<file path="src/rtl/ibex_fpu_seq_ctrl.sv">
// ----------------------------------------------------------------------------
// ibex_fpu_seq_ctrl
//
// Sequencer in front of the combinational FPU datapath. It accepts one FP op
// per req valid/ready handshake and holds the op, rounding mode, rd and
// operands stable toward the FPU for a per-class number of cycles. On the last
// cycle it samples the FPU result into a writeback register and presents it on
// a valid/ready writeback port. Only one op is outstanding. flush_i kills
// whatever is in flight.
//
// Latency classes (req_class_i):
//   0 misc, 1 add/sub, 2 mul, 3 div, 4 sqrt, 5 mac, 6 conv, 7 misc.
//   A latency parameter of 0 is treated as 1.
//
// Configuration macro:
//   FPU_SEQ_B2B_EN  when defined, a new request may be accepted in the same
//                   cycle as the writeback handshake and goes straight to
//                   EXEC. When undefined, requests are accepted only in IDLE.
//
// Ports:
//   clk_i, rst_ni                 clock, asynchronous active-low reset
//   req_valid_i / req_ready_o     request handshake
//   req_op_i, req_class_i, req_rm_i, req_rd_i
//   req_rs1_i, req_rs2_i, req_rs3_i, req_rs1_int_i
//                                 request fields, captured on accept
//   fpu_op_o ... fpu_rs1_int_o    held copies driven into the FPU
//   fpu_fp_we_i, fpu_fp_wdata_i, fpu_int_we_i, fpu_int_wdata_i
//                                 FPU result outputs
//   wb_valid_o / wb_ready_i       writeback handshake
//   wb_int_o, wb_addr_o, wb_data_o writeback target, register and data
//   flush_i                       abort in-flight op
//   busy_o                        sequencer not idle
// ----------------------------------------------------------------------------
module ibex_fpu_seq_ctrl #(
  parameter int OP_W     = 6,
  parameter int LAT_MISC = 1,
  parameter int LAT_ADD  = 2,
  parameter int LAT_MUL  = 3,
  parameter int LAT_DIV  = 8,
  parameter int LAT_SQRT = 8,
  parameter int LAT_MAC  = 4,
  parameter int LAT_CONV = 2
) (
  input  logic            clk_i,
  input  logic            rst_ni,
  input  logic            req_valid_i,
  output logic            req_ready_o,
  input  logic [OP_W-1:0] req_op_i,
  input  logic [2:0]      req_class_i,
  input  logic [2:0]      req_rm_i,
  input  logic [4:0]      req_rd_i,
  input  logic [31:0]     req_rs1_i,
  input  logic [31:0]     req_rs2_i,
  input  logic [31:0]     req_rs3_i,
  input  logic [31:0]     req_rs1_int_i,
  output logic [OP_W-1:0] fpu_op_o,
  output logic [2:0]      fpu_rm_o,
  output logic [4:0]      fpu_rd_o,
  output logic [31:0]     fpu_rs1_o,
  output logic [31:0]     fpu_rs2_o,
  output logic [31:0]     fpu_rs3_o,
  output logic [31:0]     fpu_rs1_int_o,
  input  logic            fpu_fp_we_i,
  input  logic [31:0]     fpu_fp_wdata_i,
  input  logic            fpu_int_we_i,
  input  logic [31:0]     fpu_int_wdata_i,
  output logic            wb_valid_o,
  input  logic            wb_ready_i,
  output logic            wb_int_o,
  output logic [4:0]      wb_addr_o,
  output logic [31:0]     wb_data_o,
  input  logic            flush_i,
  output logic            busy_o
);

  localparam int CNT_W = 8;

  typedef enum logic [1:0] {
    IDLE = 2'd0,
    EXEC = 2'd1,
    WB   = 2'd2
  } state_e;

  state_e           state_q, state_d;
  logic [CNT_W-1:0] cnt_q;
  logic             accept;
  logic             sample;

  // Remaining-cycle count loaded on accept: latency minus one, where a
  // configured latency of 0 still holds the operands for one cycle.
  function automatic logic [CNT_W-1:0] lat_m1(input logic [2:0] cls);
    int l;
    case (cls)
      3'd1:    l = LAT_ADD;
      3'd2:    l = LAT_MUL;
      3'd3:    l = LAT_DIV;
      3'd4:    l = LAT_SQRT;
      3'd5:    l = LAT_MAC;
      3'd6:    l = LAT_CONV;
      default: l = LAT_MISC;
    endcase
    if (l < 1) l = 1;
    return CNT_W'(l - 1);
  endfunction

`ifdef FPU_SEQ_B2B_EN
  assign req_ready_o = ~flush_i & ((state_q == IDLE) | ((state_q == WB) & wb_ready_i));
`else
  assign req_ready_o = ~flush_i & (state_q == IDLE);
`endif

  assign accept = req_valid_i & req_ready_o;
  // Last EXEC cycle: FPU outputs are valid for the held operands.
  assign sample = (state_q == EXEC) & (cnt_q == '0) & ~flush_i;

  assign wb_valid_o = (state_q == WB);
  assign busy_o     = (state_q != IDLE);

  always_comb begin
    state_d = state_q;
    case (state_q)
      IDLE: begin
        if (accept) state_d = EXEC;
      end
      EXEC: begin
        if (cnt_q == '0) begin
          // An op that writes neither regfile retires without a writeback.
          if (fpu_fp_we_i | fpu_int_we_i) state_d = WB;
          else                            state_d = IDLE;
        end
      end
      WB: begin
        if (wb_ready_i) state_d = accept ? EXEC : IDLE;
      end
      default: state_d = IDLE;
    endcase
    // Flush beats every other transition, including a writeback handshake.
    if (flush_i) state_d = IDLE;
  end

  always_ff @(posedge clk_i or negedge rst_ni) begin
    if (!rst_ni) begin
      state_q <= IDLE;
      cnt_q   <= '0;
    end else begin
      state_q <= state_d;
      if (accept)                               cnt_q <= lat_m1(req_class_i);
      else if ((state_q == EXEC) && (cnt_q != '0)) cnt_q <= cnt_q - 1'b1;
    end
  end

  // Operand hold registers: they change only on accept.
  always_ff @(posedge clk_i or negedge rst_ni) begin
    if (!rst_ni) begin
      fpu_op_o      <= '0;
      fpu_rm_o      <= '0;
      fpu_rd_o      <= '0;
      fpu_rs1_o     <= '0;
      fpu_rs2_o     <= '0;
      fpu_rs3_o     <= '0;
      fpu_rs1_int_o <= '0;
    end else if (accept) begin
      fpu_op_o      <= req_op_i;
      fpu_rm_o      <= req_rm_i;
      fpu_rd_o      <= req_rd_i;
      fpu_rs1_o     <= req_rs1_i;
      fpu_rs2_o     <= req_rs2_i;
      fpu_rs3_o     <= req_rs3_i;
      fpu_rs1_int_o <= req_rs1_int_i;
    end
  end

  // Writeback register: an FP write takes priority over an integer write.
  always_ff @(posedge clk_i or negedge rst_ni) begin
    if (!rst_ni) begin
      wb_int_o  <= 1'b0;
      wb_addr_o <= '0;
      wb_data_o <= '0;
    end else if (sample && (fpu_fp_we_i || fpu_int_we_i)) begin
      wb_addr_o <= fpu_rd_o;
      if (fpu_fp_we_i) begin
        wb_int_o  <= 1'b0;
        wb_data_o <= fpu_fp_wdata_i;
      end else begin
        wb_int_o  <= 1'b1;
        wb_data_o <= fpu_int_wdata_i;
      end
    end
  end

endmodule
</file>
<file path="config.mk">
export PLATFORM = sky130hd
export DESIGN_NAME = ibex_fpu_seq_ctrl
export DESIGN_NICKNAME = d
export VERILOG_FILES = /design/src/rtl/ibex_fpu_seq_ctrl.sv
export SDC_FILE = /design/constraint.sdc
export NUM_CORES = 1
export LEC_CHECK = 0
export CAP_MARGIN = 20
export CELL_PAD_IN_SITES_DETAIL_PLACEMENT = 0
export CELL_PAD_IN_SITES_GLOBAL_PLACEMENT = 2
export CORE_ASPECT_RATIO = 0.6
export CORE_MARGIN = 2
export CORE_UTILIZATION = 24
export DETAILED_ROUTE_END_ITERATION = 16
export PLACE_DENSITY_LB_ADDON = 0.2
export SYNTH_ARGS = -nofsm -noshare
export SYNTH_HDL_FRONTEND = slang
export SYNTH_SLANG_ARGS = --single-unit
</file>
<file path="constraint.sdc">
create_clock -name clk_i -period 4.28 [get_ports clk_i]
set_input_delay 0.642 -clock clk_i [delete_from_list [all_inputs] [get_ports clk_i]]
set_output_delay 0.642 -clock clk_i [all_outputs]
set_load 0.01 [all_outputs]
</file>
==> results.tsv, run 1 <==
stage	metric	value	unit
worst_setup_path	Worst path depth	6	
clock_network	CTS max path bufs	2	
timing	RSZ-0062 raised after global routing	false	
route	number of detailed-route iterations in the first pass	4	
logic_synthesis	Gate Count Post-Synth	796	
timing	Final Max Slew Viols	0	
worst_setup_path	worst setup path endpoint	wb_data_o[9]$_DFFE_PN0P_	
worst_setup_path	cells on worst reg2reg path	6	
worst_setup_path	Largest delay share family, worst path	simple AND/OR/NAND/NOR gates	
clock_network	H-tree Lvls	4	
clock_network	CTS clk-pin slew, worst paths	0.07	ns
finish	Layout area overhead	64.97	%
grt	Total GRT Usage	15.72	%
power	pwr/cell area	473.3	nW/um^2
logic_synthesis	Syn Std Cell Area	7790	um^2
timing	slew margin rel.	35.47	%
timing	final hold viol count	0	
worst_setup_path	CP Cell Sequence	inv_1 > ha_1 > or3b_2 > nor4_4 > buf_4 > mux2_2	
timing	worst-margin pin slew	0.9680	ns
logic_synthesis	syn_nets	1015	
timing	Setup TNS	0	ns
logic_synthesis	syn avg cell area	9.786	um^2
worst_setup_path	Required @ worst endpoint	4.61	ns
clock_network	Clock Sinks	190	
clock_network	post-CTS setup buffer count	0	
clock_network	CTS Hold Bufs	0	
worst_setup_path	critical path buffer and inverter count	2	
worst_setup_path	reg-to-reg slack, setup	1.47	ns
worst_setup_path	Worst R2R End	wb_data_o[9]$_DFFE_PN0P_	
route	post-route ant nets	0	
finish	Final Instance Area	12850	um^2
logic_synthesis	synth warn	0	
hold_path	Worst Hold Class	in2async	
timing	final worst path period share	65.66	%
clock_network	Clock Latency Late Sink	0.45	ns
finish	share of post-route cells with drive strength above 1	9.083	%
placed_design	Final HPWL DP	19530	um
power	Pleak	5.973	nW
die	Die ar.	33960	um^2
die	floorplan die height	143.6	um
worst_setup_path	CP Launch Type	flip-flop	
clock_network	Gates resized, CTS repair	0	
finish	final net count	1395	
clock_network	CTS tree	done	
grt	vias in the first global route	6362	
logic_synthesis	Primary FF master, synth	dfrtp_1	
die	placement row count	51	
power	Max VDD drop	0.2401	mV
worst_setup_path	CP max FO	34	
route	Iteration-0 DRC Markers	291	
run	Max Cap Viol	0	
worst_setup_path	Max stage delay cell, worst path	or3b_2	
worst_setup_path	Crit. End Element	flip-flop	
timing	clock skew	0.006913	ns
logic_synthesis	flops & latches, synth	190	
grt	first-pass GRT wire length	40070	um
placed_design	placed cell areas	12210	um^2
worst_setup_path	WP data arrival	3.14	ns
logic_synthesis	post-synth cell types	40	
timing	achievable frequency	355.8	MHz
route	DRT Wirelength	27120	um
timing	Setup Viol. Count Final	0	
die	I/O Pins	399	
logic_synthesis	Synth async-reset ratio	100.0	%
grt	pin count of the biggest net entering global routing	110	
clock_network	CTS buffer count	17	
grt	GRT overflow	0	
logic_synthesis	EDFF count, synth	0	
route	DR vias/cell	4.107	
worst_setup_path	worst setup path startpoint	cnt_q[0]$_DFFE_PN0P_	
worst_setup_path	worst r2r src	cnt_q[0]$_DFFE_PN0P_	
worst_setup_path	Crit Path Class	reg2reg	
route	via count	6629	
logic_synthesis	sequential fraction of the synthesis area	61.03	%
grt	initial antenna violation count	1	
route	post-route DRC violation count	0	
placed_design	Final GP Congestion	0.7787	
die	Core Area	32160	um^2
die	Starting Density	24.22	%
die	die width	236.6	um
worst_setup_path	CP max stage delay	0.55	ns
placed_design	Port Buffers	398	
route	drt wl/cell	16.80	um
clock_network	clk root buf	clkbuf_16	
timing	minimum clock period	2.810	ns
status	outcome	completed	
cells by family after synthesis:
| family | after synthesis | share of synthesized area [%] |
|---|---|---|
| AND/OR/NAND/NOR | 458 | 23.34 |
| adder cells (fa/ha/maj) | 3 | 0.4819 |
| AO/OA/AOI/OAI | 23 | 2.088 |
| buffers and inverters | 50 | 2.714 |
| XOR/XNOR | 1 | 0.1125 |
| flip-flops | 190 | 61.03 |
| multiplexers | 71 | 10.23 |
flip-flops by register name (all words and copies together) (netlist names):
signal         count
fpu_rs2_o         32
fpu_rm_o           3
cnt_q              8
wb_int_o           1
fpu_rs1_o         32
state_q            2
fpu_op_o           6
wb_addr_o          5
fpu_rs1_int_o     32
fpu_rd_o           5
fpu_rs3_o         32
wb_data_o         32
layer usage:
| metal | share of wire, % | GRT usage, % |
|---|---|---|
| met2 | 44 | 22.52 |
| met5 | 0 | 0 |
| met3 | 7.8 | 6.012 |
| met4 | 1.4 | 5.296 |
| met1 | 47 | 21.60 |
per-stage QoR:
| stage | instances | util (%) | power (mW) | hold slack, ns | setup slack [ns] |
|---|---|---|---|---|---|
| 2_1_floorplan | 796 | - | 3.141 | 0.3464 | 1.966 |
| 3_3_place_gp | 1581 | 37.95 | 4.387 | 0.4568 | 1.417 |
| 3_5_place_dp | 1581 | 37.95 | 4.384 | 0.4607 | 1.385 |
| 4_1_cts | 1613 | 39.95 | 6.187 | 0.2123 | 1.458 |
| 5_1_grt | 1613 | 39.95 | 6.425 | 0.2259 | 1.341 |
| 6_report | 1614 | 39.96 | 6.083 | 0.1789 | 1.470 |
Yosys cell counts, types with 2 or more instances:
cell      instances  area (um^2)
a21oi_1           4        20.02
buf_4             2        15.01
buf_6             2        22.52
clkbuf_1         40        150.1
dfrtp_1         190         4755
ha_1              3        37.54
inv_1             5        18.77
mux2_1           10        112.6
mux2_2           59        664.4
mux2i_1           2        20.02
nand2_1         429         1610
nand3_1           4        20.02
nor2_1            4        15.01
nor2b_1           3        18.77
nor3b_1           2        15.01
nor4b_1           2        17.52
o211ai_1          6        45.04
o21ai_0           2        10.01
o31ai_1           2        15.01
or2_2             2        12.51
or4_1             2        15.01
or4b_2            3        30.03
report_power, final:
part	switching (mW)	internal [mW]	leakage, nW
clock	0.716	1.04	0.314
sequential	0.233	2.20	2.38
combinational	0.801	1.09	3.28
cell type report:
class / count / area, um^2
antenna: 1 / 2.502
clock buffer: 23 / 488.0
clock inverter: 9 / 155.1
fill: 3206 / 19310
inverter: 5 / 18.77
multi-input combinational: 556 / 2834
sequential: 190 / 4755
tap: 424 / 530.5
timing repair buffer: 406 / 4068
placed cells by master (no fill, tap or decap), types with 2 or more instances in the layout:
master	instances
nand2_1	429
clkdlybuf4s50_1	396
dfrtp_1	190
mux2_2	59
clkbuf_16	17
mux2_1	10
o211ai_1	6
buf_4	6
inv_1	5
clkbuf_8	5
nor2_1	4
a21oi_1	4
nand3_1	4
bufinv_16	4
nor2b_1	3
ha_1	3
nor3b_1	2
or2_2	2
or4_1	2
o21ai_0	2
or4b_2	2
mux2i_1	2
o31ai_1	2
clkinv_2	2
clkbuf_1	2
buf_12	2
worst min-delay path by stage:
stage          slack (ns)  cells past startpoint                             to
6_report             0.18                      1      fpu_rs3_o[10]$_DFFE_PN0P_
5_1_grt              0.23                      1      fpu_rs3_o[15]$_DFFE_PN0P_
3_5_place_dp         0.46                      2  fpu_rs1_int_o[28]$_DFFE_PN0P_
4_1_cts              0.21                      1      fpu_rs3_o[15]$_DFFE_PN0P_
3_3_place_gp         0.46                      2      fpu_rs1_o[23]$_DFFE_PN0P_
2_1_floorplan        0.35                      0           cnt_q[0]$_DFFE_PN0P_
Note: power is estimated with default switching activity, not from simulation.
==> run 2, diff against run 1 <==
--- a/config.mk
+++ b/config.mk
@@ -10,7 +10,7 @@
 export CELL_PAD_IN_SITES_GLOBAL_PLACEMENT = 2
 export CORE_ASPECT_RATIO = 0.6
 export CORE_MARGIN = 2
-export CORE_UTILIZATION = 24
+export CORE_UTILIZATION = 22
 export DETAILED_ROUTE_END_ITERATION = 16
 export PLACE_DENSITY_LB_ADDON = 0.2
 export SYNTH_ARGS = -nofsm -noshare
==> constraint.sdc (replaced) <==
create_clock -name clk_i -period 2.6 [get_ports clk_i]
set_input_delay 0.39 -clock clk_i [delete_from_list [all_inputs] [get_ports clk_i]]
set_output_delay 0.39 -clock clk_i [all_outputs]
set_load 0.01 [all_outputs]
==> results.tsv, run 2 (synthesized netlist as in run 1, its figures left out) <==
stage	metric	value	unit
route	via count	6679	
worst_setup_path	CP Cell Sequence	inv_1 > ha_1 > or3b_2 > nor4_4 > buf_12 > mux2_2	
worst_setup_path	Max stage delay cell, worst path	or3b_2	
route	drt wl/cell	16.74	um
clock_network	Clock Latency Late Sink	0.45	ns
clock_network	H-tree Lvls	4	
worst_setup_path	reg-to-reg slack, setup	0.20	ns
power	Pleak	6.009	nW
die	Starting Density	22.29	%
timing	achievable frequency	416.1	MHz
route	met2 WL	12500	um
finish	footprint of the multi-input gates	2834	um^2
worst_setup_path	Largest delay share family, worst path	simple AND/OR/NAND/NOR gates	
placed_design	Final GP Congestion	0.7721	
placed_design	Port Buffers	398	
hold_path	Worst Hold Class	in2reg	
grt	initial antenna violation count	2	
finish	final net count	1404	
power	total chip power	9.773	mW
run	Max Cap Viol	0	
clock_network	clk root buf	clkbuf_16	
worst_setup_path	Worst path depth	6	
status	outcome	completed	
timing	final worst path period share	92.43	%
worst_setup_path	Worst R2R End	wb_data_o[6]$_DFFE_PN0P_	
route	met3 routed WL	2435	um
route	highest metal used	met4	
route	met1 wire length	12780	um
route	DRT Wirelength	27910	um
worst_setup_path	CP max FO	39	
worst_setup_path	worst setup path endpoint	wb_data_o[6]$_DFFE_PN0P_	
timing	final hold viol count	0	
clock_network	CTS max path bufs	2	
worst_setup_path	worst setup path startpoint	cnt_q[0]$_DFFE_PN0P_	
power	pwr/cell area	753.2	nW/um^2
timing	Setup Viol. Count Final	0	
timing	worst-margin pin slew	0.6590	ns
clock_network	CTS clk-pin slew, worst paths	0.07	ns
grt	pin count of the biggest net entering global routing	102	
grt	vias in the first global route	6728	
worst_setup_path	cells on worst reg2reg path	6	
die	I/O Pins	399	
route	post-route DRC violation count	0	
timing	clock skew	0.01110	ns
route	post-route ant nets	0	
route	DR vias/cell	4.007	
die	die width	246.9	um
power	Max VDD drop	0.4502	mV
grt	GRT overflow	0	
timing	slew margin rel.	55.66	%
timing	Final Max Slew Viols	0	
grt	Total GRT Usage	15.01	%
worst_setup_path	Crit. End Element	flip-flop	
timing	Setup TNS	0	ns
worst_setup_path	WP data arrival	2.73	ns
finish	leading cell type in the layout, fill and taps excluded	nand2_1	
die	placement row count	53	
worst_setup_path	CP max stage delay	0.56	ns
worst_setup_path	Crit Path Class	reg2reg	
finish	fillers	3564	
finish	register cell area after layout	4755	um^2
clock_network	Clock Sinks	190	
worst_setup_path	Required @ worst endpoint	2.93	ns
timing	RSZ-0062 raised after global routing	false	
die	Core Area	34950	um^2
finish	Layout area overhead	66.58	%
clock_network	CTS tree	done	
route	Iteration-0 DRC Markers	291	
clock_network	CTS buffer count	17	
worst_setup_path	worst r2r src	cnt_q[0]$_DFFE_PN0P_	
timing	minimum clock period	2.403	ns
placed_design	Final HPWL DP	20220	um
route	number of detailed-route iterations in the first pass	4	
grt	first-pass GRT wire length	41780	um
finish	share of post-route cells with drive strength above 1	9.766	%
die	floorplan die height	149.8	um
finish	commonest non-fill, non-tap cells in the layout	nand2_1, clkdlybuf4s50_1, dfrtp_1	
worst_setup_path	CP Launch Type	flip-flop	
die	Die ar.	36980	um^2
worst_setup_path	critical path buffer and inverter count	2	
==> run 2: cell count changes in the layout (fill, tap and decap cells not counted) <==
cell / delta
clkinv_2: +2
clkbuf_8: -2
bufinv_16: -3
buf_12: +6
diode_2: +1
clkinv_4: +2
clkbuf_1: -1
inv_6: +2
buf_4: +2
dlygate4sd3_1: +1
==> run 2: worst register-to-register path, delay by kind of cell, from the launching register on <==
kind                     cells  cell delay [ns]
flip-flops                   1             0.40
buffers and inverters        2             0.37
AND/OR/NAND/NOR              2             0.90
multiplexers                 1             0.42
adder cells (fa/ha/maj)      1             0.21
==> run 2: how the worst min path moves through the flow <==
stage	start	end	slack (ns)	cells after the start
2_1_floorplan	rst_ni	cnt_q[0]$_DFFE_PN0P_	0.09	0
3_3_place_gp	rst_ni	fpu_rs3_o[12]$_DFFE_PN0P_	0.45	1
3_5_place_dp	rst_ni	fpu_rs3_o[7]$_DFFE_PN0P_	0.45	1
4_1_cts	req_rs1_int_i[2]	fpu_rs1_int_o[2]$_DFFE_PN0P_	0.43	3
5_1_grt	req_rs1_i[20]	fpu_rs1_o[20]$_DFFE_PN0P_	0.44	3
6_report	req_rs2_i[8]	fpu_rs2_o[8]$_DFFE_PN0P_	0.46	3
==> run 2: per-stage QoR <==
stage / utilization, % / setup slack [ns] / cell area, um^2 / std cells / hold WS (ns)
floorplan: - / 0.2857 / 7790 / 796 / 0.09441
global placement: 35.47 / 0.2459 / 12390 / 1632 / 0.4477
detailed placement: 35.47 / 0.2149 / 12390 / 1632 / 0.4472
CTS: 37.12 / 0.1957 / 12970 / 1665 / 0.4276
global route: 37.12 / 0.06670 / 12970 / 1665 / 0.4394
finish: 37.13 / 0.1967 / 12980 / 1667 / 0.4607
==> run 2: layer usage <==
| layer | vias to the layer above | global-route usage, % |
|---|---|---|
| li1 | 3291 | - |
| met1 | 3203 | 20.25 |
| met2 | 172 | 22.62 |
| met3 | 13 | 6.098 |
| met4 | 0 | 2.982 |
| met5 | - | 0 |
==> run 2: final cells by class <==
cell class	count	area share [%]
repair buffers	415	32.47
flip-flops and latches	190	36.64
diodes	2	0.03857
clock inverters	12	0.8485
well taps	467	4.503
multi-input cells	556	21.84
clock buffers	20	3.519
inverters	5	0.1446
==> run 2: power by group <==
group,internal (mW),leakage [nW],total [mW],switching [mW]
Sequential,3.63,2.38,4.01,0.381
Combinational,1.82,3.35,3.15,1.33
Clock,1.38,0.281,2.61,1.23
Total,6.83,6.01,9.77,2.94
==> run 2: timing repair <==
item / in CTS / in global routing
buffers inserted: 0 / 0
hold endpoints to repair: 57 / 0
resized for setup: 0 / 0
hold buffers: 1 / 0
